[src/rtl/mem_bus.sv]
// Memory-side responder: MAR + read buffer with a req/ack bridge to external memory.
// Optional macro MEM_BUS_TIMEOUT_EN adds a per-transaction ack timeout with a sticky err flag.
//
// state | meaning
// IDLE  | no external transaction; strobes may be accepted
// RD    | prefetch read of MAR outstanding (ext_req=1, ext_we=0)
// WR    | posted write of ext_wdata to MAR outstanding (ext_req=1, ext_we=1)
module mem_bus #(
    parameter int ADDR_W      = 16,
    parameter int TIMEOUT_CYC = 16
) (
    input  logic              clk,
    input  logic              rst,
    input  logic [15:0]       bus_in,
    input  logic              mem_addr_en,
    input  logic              mem_in_en,
    input  logic              mem_out_en,
    output logic [15:0]       bus_out,
    output logic              mem_ready,
    output logic              ext_req,
    output logic              ext_we,
    output logic [ADDR_W-1:0] ext_addr,
    output logic [15:0]       ext_wdata,
    input  logic [15:0]       ext_rdata,
    input  logic              ext_ack,
    output logic              err
);

    typedef enum logic [1:0] {
        IDLE = 2'd0,
        RD   = 2'd1,
        WR   = 2'd2
    } state_t;

    state_t            state;
    state_t            state_nxt;
    logic [ADDR_W-1:0] mar;
    logic [15:0]       rbuf;
    logic              rvalid;
    logic              idle;
    logic              any_strobe;
    logic              multi_strobe;
    logic              acc_addr;
    logic              acc_in;
    logic              acc_out;
    logic              tmo;

    // Priority addr > in > out; a lower-priority strobe in the same cycle is never
    // accepted, so any multi-strobe cycle reports mem_ready=0.
    always_comb begin
        idle         = (state == IDLE);
        any_strobe   = mem_addr_en | mem_in_en | mem_out_en;
        multi_strobe = (mem_addr_en & mem_in_en) | (mem_addr_en & mem_out_en) |
                       (mem_in_en & mem_out_en);
        acc_addr     = idle & mem_addr_en;
        acc_in       = idle & mem_in_en & ~mem_addr_en;
        acc_out      = idle & mem_out_en & ~mem_addr_en & ~mem_in_en & rvalid;
        mem_ready    = ~any_strobe | (~multi_strobe & (acc_addr | acc_in | acc_out));
        bus_out      = acc_out ? rbuf : 16'h0000;
    end

    assign ext_req  = (state != IDLE);
    assign ext_we   = (state == WR);
    assign ext_addr = mar;

`ifdef MEM_BUS_TIMEOUT_EN
    localparam int TMR_W = ($clog2(TIMEOUT_CYC) > 0) ? $clog2(TIMEOUT_CYC) : 1;

    logic [TMR_W-1:0] tmr;
    logic             err_q;

    // Down-counter reloads every IDLE cycle, so it is fresh on RD/WR entry.
    always_ff @(posedge clk or negedge rst) begin
        if (!rst) begin
            tmr   <= '0;
            err_q <= 1'b0;
        end else begin
            if (idle)
                tmr <= TMR_W'(TIMEOUT_CYC - 1);
            else if (tmr != '0)
                tmr <= tmr - 1'b1;
            if (tmo)
                err_q <= 1'b1;
        end
    end

    assign tmo = ~idle & ~ext_ack & (tmr == '0);
    assign err = err_q;
`else
    assign tmo = 1'b0;
    assign err = 1'b0;
`endif

    always_comb begin
        state_nxt = state;
        case (state)
            IDLE: begin
                if (acc_addr)
                    state_nxt = RD;
                else if (acc_in)
                    state_nxt = WR;
            end
            RD, WR: begin
                if (ext_ack || tmo)
                    state_nxt = IDLE;
            end
            default: state_nxt = IDLE;
        endcase
    end

    always_ff @(posedge clk or negedge rst) begin
        if (!rst) begin
            state     <= IDLE;
            mar       <= '0;
            rbuf      <= 16'h0000;
            rvalid    <= 1'b0;
            ext_wdata <= 16'h0000;
        end else begin
            state <= state_nxt;
            case (state)
                IDLE: begin
                    if (acc_addr) begin
                        mar    <= bus_in[ADDR_W-1:0];
                        rvalid <= 1'b0;
                    end else if (acc_in) begin
                        ext_wdata <= bus_in;
                        rbuf      <= bus_in;
                        rvalid    <= 1'b1;
                    end
                end
                RD: begin
                    if (ext_ack) begin
                        rbuf   <= ext_rdata;
                        rvalid <= 1'b1;
                    end else if (tmo) begin
                        // Aborted fetch returns zero, which the sequencer decodes as NOP.
                        rbuf   <= 16'h0000;
                        rvalid <= 1'b1;
                    end
                end
                default: ;
            endcase
        end
    end

endmodule
[config.mk]
export PLATFORM = sky130hd
export DESIGN_NAME = mem_bus
export DESIGN_NICKNAME = d
export VERILOG_FILES = /design/src/rtl/mem_bus.sv
export SDC_FILE = /design/constraint.sdc
export NUM_CORES = 1
export LEC_CHECK = 0
export BUFFER_PORTS_ARGS = -buffer_cell sky130_fd_sc_hd__buf_2
export CELL_PAD_IN_SITES_DETAIL_PLACEMENT = 1
export CELL_PAD_IN_SITES_GLOBAL_PLACEMENT = 1
export CORE_ASPECT_RATIO = 0.75
export CORE_MARGIN = 1.5
export CORE_UTILIZATION = 38
export DETAILED_ROUTE_END_ITERATION = 6
export GPL_TIMING_DRIVEN = 1
export PLACE_DENSITY_LB_ADDON = 0.1
export REMOVE_ABC_BUFFERS = 1
export SYNTH_ARGS = -nofsm -noshare
export SYNTH_HDL_FRONTEND = slang
export SYNTH_SLANG_ARGS = --single-unit
[constraint.sdc]
create_clock -name clk -period 2.05 [get_ports clk]
set_input_delay 0.205 -clock clk [delete_from_list [all_inputs] [get_ports clk]]
set_output_delay 0.205 -clock clk [all_outputs]
set_load 0.03 [all_outputs]
==> results of run 1 <==
[worst register-to-register path: cells and delay by family (launching register included)]
kind	cells	cell delay, ns
adder cells (fa/ha/maj)	1	0.27
flip-flops	1	0.40
multiplexers	1	0.35
buffers and inverters	3	0.45
AO/OA/AOI/OAI	1	0.18
[Yosys cell counts (all sizes together), types with 2 or more instances]
master,n,area share
a21oi,2,0.0042
ha,3,0.016
and2,16,0.042
mux2,64,0.31
inv,4,0.0062
nand2b,3,0.011
nand2,2,0.0031
a2bb2oi,2,0.0073
dfrtp,51,0.53
buf,8,0.026
[cell type report]
cell class / count / area, sq um / share of cell area
inverters: 4 / 15.0 / 0.00474
well taps: 78 / 97.6 / 0.0308
clock buffers: 6 / 82.6 / 0.0261
multi-input cells: 102 / 1060 / 0.336
repair buffers: 100 / 596 / 0.188
flip-flops and latches: 51 / 1280 / 0.403
clock inverters: 2 / 35.0 / 0.0111
[final timing paths]
path	startpoint	to	slack [ns]	depth (start not counted)
max	state[1]	bus_out[15]	0.15	7
min	bus_in[1]	ext_addr[1]	0.16	2
max reg2reg	state[1]	rbuf[4]	0.28	6
min reg2reg	rbuf[5]	rbuf[5]	0.48	1
max in group asynchronous	rst	ext_addr[2]	0.94	3
min in group asynchronous	rst	ext_addr[12]	0.45	2
[logic make-up after synthesis]
logic type	after synthesis	synth area share
buf+inv	13	0.0338
fa+ha+maj	3	0.0156
simple gates	23	0.0681
flops	51	0.530
mux	64	0.312
other cells	1	0.00156
compound gates	11	0.0395
[what timing repair did]
item,CTS,global route
pin swaps,0,2
endpoints found under the setup margin,16,16
endpoints found under the hold margin,23,0
hold buffers,1,0
buffers inserted,0,2
resized for setup,17,2
[layer usage]
layer | wire length (microns) | share of wire | vias to the layer above
met5 | 0 | 0 | -
met3 | 472 | 0.082 | 5
met2 | 2720 | 0.47 | 56
met4 | 26 | 0.0045 | 0
met1 | 2540 | 0.44 | 827
li1 | - | - | 775
[power by group through the flow]
stage	Clock (uW)	Combinational (uW)	Sequential (uW)
6_report	713	2680	1760
5_1_grt	772	2870	1830
4_1_cts	746	2700	1770
3_5_place_dp	0	2650	1780
3_3_place_gp	0	2610	1770
2_1_floorplan	0	1200	2400
[sequential cells by signal, indices dropped and copies added (netlist names)]
name / count
ext_addr: 16
ext_wdata: 16
rbuf: 16
rvalid: 1
state: 2
[through the flow]
step | instances | util
floorplan | 157 | -
detailed placement | 332 | 0.497
global placement | 332 | 0.497
global route | 343 | 0.530
CTS | 341 | 0.527
finish | 343 | 0.530
==> results.sh, run 1 <==
export IMPL_syn_cell_area_sq_um=2410
export IMPL_switching_power_uw=2060
export IMPL_layout_commonest_cell="buf_2"
export IMPL_setup_tns_ns=0
export IMPL_p_int_uw=3100
export IMPL_syn_inst=166
export IMPL_rsz0062_at_grt="no"
export IMPL_synth_edf_count=0
export IMPL_power_density_nw_per_um2=1630
export IMPL_cts_buffer_depth=2
export IMPL_synth_seq_cells=51
export IMPL_design_area_sq_um=3170
export IMPL_max_vdd_ir_drop_v=0.000701
export IMPL_ioPinCount=90
export IMPL_critPathCaptureType="output port"
export IMPL_critPathMostFrequentCell="buf_4"
export IMPL_drtIter0Drc=34
export IMPL_grt_util_met2=0.294
export IMPL_path_class="register to output port"
export IMPL_slew_headroom=0.606
export IMPL_syn_area_per_cell_sq_um=14.5
export IMPL_antenna_found_initial=0
export IMPL_drive_gt1_frac=0.660
export IMPL_fmax_mhz=528
export IMPL_hold_class="input pin to register"
export IMPL_finalHoldViolCount=0
export IMPL_drc=0
export IMPL_cts_reportedPaths_clkPinSlew_ns=0.09
export IMPL_vias=1663
export IMPL_crit_path_start_kind="register"
export IMPL_diodes=0
export IMPL_antenna_left=0
export IMPL_worst_path_buf_inv=3
export IMPL_clkSinkCount=51
export IMPL_synth_distinct_cells=26
export IMPL_sw_frac_of_total=0.400
export IMPL_first_pass_iters=3
export IMPL_clkPwrFrac=0.138
export IMPL_status="finished clean"
export IMPL_clock_skew_ns=0.00379
export IMPL_worstPathCellList="inv_2, ha_4, nand2b_1, nor3_2, buf_4, and2_1, buf_4"
export IMPL_h_tree_depth=2
export IMPL_rows=24
export IMPL_finalWirelength_mm=5.75
export IMPL_cts_inserted_buffers=5
export IMPL_leakage_uw=0.00153
export IMPL_grt_pass1_wl_mm=9.27
export IMPL_grt_max_degree=26
export IMPL_overflow=0
export IMPL_globalplace_congestion=0.772
export IMPL_finalSetupViolCount=0
export IMPL_critical_path_arrival_ns=1.69
export IMPL_fin_crit_ns=1.90
export IMPL_dp_hpwl_mm=4.17
export IMPL_die_w_microns=94.9
export IMPL_slowest_delay_ns=0.42
export IMPL_power_uw=5160
export IMPL_met3_usage=0.0650
export IMPL_final_cell_mix="73 x buf_2, 53 x mux2_2, 51 x dfrtp_1"
export IMPL_async_flop_share=1.00
export IMPL_avgViaCountPerCell=4.85
export IMPL_required_ns=1.85
export IMPL_grt_usage=0.180
export IMPL_cp_top_family="buffers and inverters"
export IMPL_start_util=0.403
export IMPL_clock_latency_ns=0.29
export IMPL_p_seq_frac=0.341
export IMPL_gr_usage_met1=0.236
export IMPL_worstPathMaxFanout=8
export IMPL_top_usage_layer="met2"
export IMPL_die_height_microns=71.9
export IMPL_dpl_cell_area_sq_um=2970
export IMPL_ys_seq_area_frac=0.530
export IMPL_area_delta_synth_final_pct=31.4
export IMPL_dpl_worst_slack_ns=0.116
export IMPL_cpMaxStageDelayCell="dfrtp_1"
export IMPL_dieArea_sq_um=6830
export IMPL_max_slew_worst_pin_slew_ns=0.591
export IMPL_fillers=663
export IMPL_grt_pass1_vias=1820
export IMPL_core_area_sq_um=5980
export IMPL_nets=305
export IMPL_portBuffers=88
export IMPL_maxCapViolCount=0
export IMPL_wl_per_cell_microns=16.8
export IMPL_yosys_most_used_dff="dfrtp_1"
export IMPL_period_share=0.924
export IMPL_whs_ns=0.164
export IMPL_ys_warnings_count=0
export IMPL_clockRootBuffer="clkbuf_8"
export IMPL_p_comb_frac=0.520
export IMPL_tritoncts="built"
export IMPL_drv_slew=0
export IMPL_fin_ws_ns=0.155
(Power assumes the default switching activity.)
==> run 2: changes to the inputs <==
CORE_UTILIZATION = 40   (was 38)
clock period = 2.4 ns   (was 2.05 ns; I/O delays follow)
==> run 2 against run 1 <==
Register-to-register slack better by 0.22 ns. Non-clock buffer count is 2 lower. Sequential share of layout area is 1.3 points higher. Final cell count is 0.58% lower. Clock power is 22% lower. Hold slack better by 0.017 ns. Sequential power is 15% lower. Combinational power is 18% lower. Via count is 1.9% lower. Largest power group unchanged. Highest routed layer unchanged.
==> results.sh, run 2 (synthesized netlist as in run 1, its figures left out) <==
export IMPL_setup_tns_ns=0
export IMPL_tritoncts="built"
export IMPL_cts_reportedPaths_clkPinSlew_ns=0.09
export IMPL_h_tree_depth=2
export IMPL_rsz0062_at_grt="no"
export IMPL_path_class="register to output port"
export IMPL_final_cell_mix="88 x buf_2, 53 x mux2_2, 51 x dfrtp_1"
export IMPL_antenna_found_initial=0
export IMPL_critical_path_arrival_ns=2.00
export IMPL_max_vdd_ir_drop_v=0.000591
export IMPL_sw_frac_of_total=0.412
export IMPL_ioPinCount=90
export IMPL_cts_inserted_buffers=5
export IMPL_clockRootBuffer="clkbuf_8"
export IMPL_fin_crit_ns=2.24
export IMPL_power_density_nw_per_um2=1390
export IMPL_switching_power_uw=1750
export IMPL_drive_gt1_frac=0.650
export IMPL_vias=1631
export IMPL_cts_buffer_depth=2
export IMPL_portBuffers=88
export IMPL_grt_pass1_wl_mm=9.05
export IMPL_reg2reg_setup_slack_ns=0.50
export IMPL_fmax_mhz=446
export IMPL_avgViaCountPerCell=4.78
export IMPL_leakage_uw=0.00151
export IMPL_post_cts_buffers=0
export IMPL_wl_per_cell_microns=16.2
export IMPL_grt_pass1_vias=1687
export IMPL_rows=24
export IMPL_die_height_microns=70.2
export IMPL_first_pass_iters=4
export IMPL_whs_ns=0.181
export IMPL_clkPwrFrac=0.131
export IMPL_critPathCaptureType="output port"
export IMPL_crit_path_start_kind="register"
export IMPL_nets=303
export IMPL_drv_slew=0
export IMPL_dieArea_sq_um=6500
export IMPL_finalWirelength_mm=5.54
export IMPL_worstPathMaxFanout=16
export IMPL_layout_commonest_cell="buf_2"
export IMPL_finalSetupViolCount=0
export IMPL_status="finished clean"
export IMPL_required_ns=2.16
export IMPL_globalplace_congestion=0.761
export IMPL_area_delta_synth_final_pct=27.2
export IMPL_antenna_left=0
export IMPL_period_share=0.935
export IMPL_p_seq_frac=0.353
export IMPL_hold_class="input pin to register"
export IMPL_start_util=0.413
export IMPL_clock_skew_ns=0.00527
export IMPL_grt_usage=0.184
export IMPL_core_area_sq_um=5830
export IMPL_max_slew_worst_pin_slew_ns=0.714
export IMPL_p_int_uw=2500
export IMPL_slew_headroom=0.524
export IMPL_maxCapViolCount=0
export IMPL_die_w_microns=92.6
export IMPL_overflow=0
export IMPL_drc=0
export IMPL_grt_max_degree=31
export IMPL_clkSinkCount=51
export IMPL_fillers=634
export IMPL_drtIter0Drc=63
export IMPL_clock_latency_ns=0.31
export IMPL_finalHoldViolCount=0
export IMPL_diodes=0
export IMPL_p_comb_frac=0.517
export IMPL_dp_hpwl_mm=3.98
run 2: cell count changes in the layout (fill, tap and decap cells not counted), sizes merged:
cell      previous run  this run
clkinv               1         0
clkinvlp             0         1
bufinv               1         0
buf                 98        97
run 2: path summary, 6_finish.rpt:
check / cells past startpoint / start / to
setup / recovery: 7 / state[0] / bus_out[7]
hold reg to reg: 1 / rbuf[7] / rbuf[7]
setup reg to reg: 6 / state[1] / rbuf[1]
max in group asynchronous: 3 / rst / ext_addr[10]
hold / removal: 2 / bus_in[9] / ext_wdata[9]
min in group asynchronous: 2 / rst / ext_addr[9]
run 2: area by class of cell:
class                      instances  area, sq um  share of cell area
clock inverter                     1         7.51             0.00245
timing repair buffer              98          518               0.169
inverter                           4         15.0             0.00490
clock buffer                       7         96.3              0.0314
tap                               78         97.6              0.0318
sequential                        51         1280               0.416
multi-input combinational        102         1050               0.344
run 2: worst max-delay path, stage by stage, from the launching register on:
cell and delay, ns:
dfrtp_1 0.39, inv_1 0.12, ha_2 0.28, nand2b_1 0.13, nor3_2 0.17, buf_4 0.23
and2_1 0.17, buf_2 0.20
run 2: layer usage:
layer  track usage  part of all wire  vias to the layer above
met1         0.256              0.48                      802
li1              -                 -                      768
met2         0.288              0.45                       52
met3        0.0479             0.056                        9
met4        0.0410            0.0092                        0
met5             0                 0                        -
run 2: power by group through the flow:
stage | Sequential [uW] | Combinational, uW | Clock, uW
6_report | 1500 | 2200 | 557
5_1_grt | 1560 | 2350 | 618
4_1_cts | 1500 | 2230 | 579
3_5_place_dp | 1520 | 2220 | 0
3_3_place_gp | 1510 | 2180 | 0
2_1_floorplan | 2050 | 1020 | 0
run 2: stage by stage:
step / cells / total power (uW) / instance area [sq um] / util / setup slack (ns)
4_1_cts: 341 / 4310 / 3060 / 0.526 / 0.0309
2_1_floorplan: 157 / 3080 / 2340 / - / 0.275
3_5_place_dp: 332 / 3740 / 2950 / 0.506 / 0.381
6_report: 341 / 4260 / 3060 / 0.526 / 0.156
3_3_place_gp: 332 / 3700 / 2950 / 0.506 / 0.455
5_1_grt: 341 / 4530 / 3060 / 0.526 / 0.0163
run 2: repair_timing:
action | 4_1_cts | 5_1_grt
setup endpoints to repair | 0 | 16
hold endpoints to repair | 3 | 0
gates resized for setup | 0 | 1
hold buffers | 1 | 0
==> run 3: changes to the inputs <==
BUFFER_PORTS_ARGS = -buffer_cell sky130_fd_sc_hd__buf_4   (was -buffer_cell sky130_fd_sc_hd__buf_2)
==> run 3 against run 2 <==
Setup slack improved by 0.030 ns. Critical path type unchanged. Routed wire length rose by 3.4%. Count of clock-buffer cells in the layout fell by 2. Cell area rose by 6.4%. Highest routed layer unchanged. Largest cell class unchanged. Sequential power barely moved. Flip-flop and latch count did not move. Largest power group unchanged.
==> results.sh, run 3 (synthesized netlist as in run 1, its figures left out) <==
export IMPL_maxCapViolCount=0
export IMPL_drive_gt1_frac=0.646
export IMPL_p_int_uw=2640
export IMPL_grt_pass1_vias=1838
export IMPL_grt_max_degree=52
export IMPL_switching_power_uw=1780
export IMPL_fmax_mhz=452
export IMPL_first_pass_iters=3
export IMPL_dieArea_sq_um=6500
export IMPL_worstPathMaxFanout=16
export IMPL_clock_latency_ns=0.30
export IMPL_cts_reportedPaths_clkPinSlew_ns=0.10
export IMPL_period_share=0.923
export IMPL_grt_usage=0.191
export IMPL_wl_per_cell_microns=16.9
export IMPL_max_vdd_ir_drop_v=0.000568
export IMPL_power_density_nw_per_um2=1360
export IMPL_portBuffers=88
export IMPL_fillers=613
export IMPL_path_class="register to output port"
export IMPL_power_uw=4420
export IMPL_hold_class="input pin to register"
export IMPL_drtIter0Drc=18
export IMPL_globalplace_congestion=0.723
export IMPL_whs_ns=0.177
export IMPL_drv_slew=0
export IMPL_diodes=0
export IMPL_post_cts_buffers=0
export IMPL_ioPinCount=90
export IMPL_p_comb_frac=0.543
export IMPL_tritoncts="built"
export IMPL_clkSinkCount=51
export IMPL_leakage_uw=0.00155
export IMPL_worst_path_buf_inv=3
export IMPL_grt_pass1_wl_mm=9.54
export IMPL_final_cell_mix="93 x buf_4, 53 x mux2_2, 51 x dfrtp_1"
export IMPL_cts_inserted_buffers=5
export IMPL_clkPwrFrac=0.111
export IMPL_cpMaxStageDelayCell="dfrtp_1"
export IMPL_fin_crit_ns=2.21
export IMPL_avgViaCountPerCell=4.88
export IMPL_clockRootBuffer="clkbuf_8"
export IMPL_finalSetupViolCount=0
export IMPL_antenna_left=0
export IMPL_max_slew_worst_pin_slew_ns=0.646
export IMPL_core_area_sq_um=5830
export IMPL_drc=0
export IMPL_critPathMostFrequentCell="buf_4"
export IMPL_worstPathCellList="inv_1, ha_2, nand2b_1, nor3_2, buf_4, and2_1, buf_4"
export IMPL_rsz0062_at_grt="no"
export IMPL_cp_top_family="buffers and inverters"
export IMPL_layout_commonest_cell="buf_4"
export IMPL_nets=300
export IMPL_rows=24
export IMPL_overflow=0
export IMPL_vias=1648
export IMPL_clock_skew_ns=0.00901
export IMPL_setup_tns_ns=0
export IMPL_finalWirelength_mm=5.72
export IMPL_crit_path_start_kind="register"
export IMPL_p_seq_frac=0.345
export IMPL_required_ns=2.16
export IMPL_finalHoldViolCount=0
export IMPL_slew_headroom=0.569
export IMPL_critPathCaptureType="output port"
export IMPL_dp_hpwl_mm=4.13
export IMPL_die_height_microns=70.2
export IMPL_antenna_found_initial=0
export IMPL_die_w_microns=92.6
export IMPL_slowest_delay_ns=0.40
export IMPL_critical_path_arrival_ns=1.97
export IMPL_start_util=0.413
export IMPL_sw_frac_of_total=0.402
export IMPL_area_delta_synth_final_pct=35.3
export IMPL_h_tree_depth=2
export IMPL_cts_buffer_depth=2
export IMPL_status="finished clean"
## run 3: power groups by stage
stage                     clock, uW  sequential, uW  combinational, uW
after floorplan                   0            2050               1020
after global placement            0            1520               2370
after detailed placement          0            1540               2430
after CTS                       511            1530               2440
after global routing            549            1580               2560
final                           491            1530               2400
## run 3: metal layers
| layer | global-route usage | vias up | wire length, microns |
|---|---|---|---|
| met5 | 0 | - | 0 |
| li1 | - | 769 | - |
| met3 | 0.0425 | 5 | 294 |
| met4 | 0.0410 | 0 | 42 |
| met2 | 0.316 | 52 | 2720 |
| met1 | 0.257 | 822 | 2660 |
## run 3: repair_timing
action | in CTS | in global routing
hold buffers | 1 | 0
setup endpoints to repair | 0 | 16
gates resized for setup | 0 | 1
endpoints found under the hold margin | 51 | 0
## run 3: worst reg2reg max path: cells and delay by family, from the launching register on
| kind | cells | cell delay [ns] |
|---|---|---|
| fa+ha+maj | 1 | 0.23 |
| flops | 1 | 0.39 |
| buf+inv | 3 | 0.60 |
| mux | 1 | 0.37 |
| compound gates | 1 | 0.17 |
## run 3: area by class of cell
cell class	instances	area, sq um	share of cell area
Sequential cell	51	1280	0.392
Inverter	4	15.0	0.00461
Tap cell	78	97.6	0.0299
Clock buffer	5	68.8	0.0211
Timing Repair Buffer	95	728	0.223
Multi-Input combinational cell	102	1050	0.323
Clock inverter	3	20.0	0.00614
## run 3: final timing paths
| kind | cells after the start | endpoint | slack, ns | start |
|---|---|---|---|---|
| worst min-delay path | 2 | ext_wdata[12] | 0.18 | bus_in[12] |
| worst min register to register | 1 | rbuf[6] | 0.50 | rbuf[6] |
| worst max register to register | 6 | rbuf[2] | 0.53 | state[1] |
| max in group asynchronous | 2 | rbuf[6] | 1.46 | rst |
| worst max-delay path | 7 | bus_out[7] | 0.19 | state[0] |
| min in group asynchronous | 2 | ext_wdata[10] | 0.50 | rst |
## run 3: per-stage QoR
stage          instances  setup WS, ns  instance area [sq um]   util
3_3_place_gp         329         0.465                   3160  0.542
6_report             338         0.186                   3260  0.559
5_1_grt              338        0.0243                   3260  0.559
3_5_place_dp         329         0.434                   3160  0.542
4_1_cts              338        0.0718                   3260  0.559
2_1_floorplan        157         0.275                   2340      -
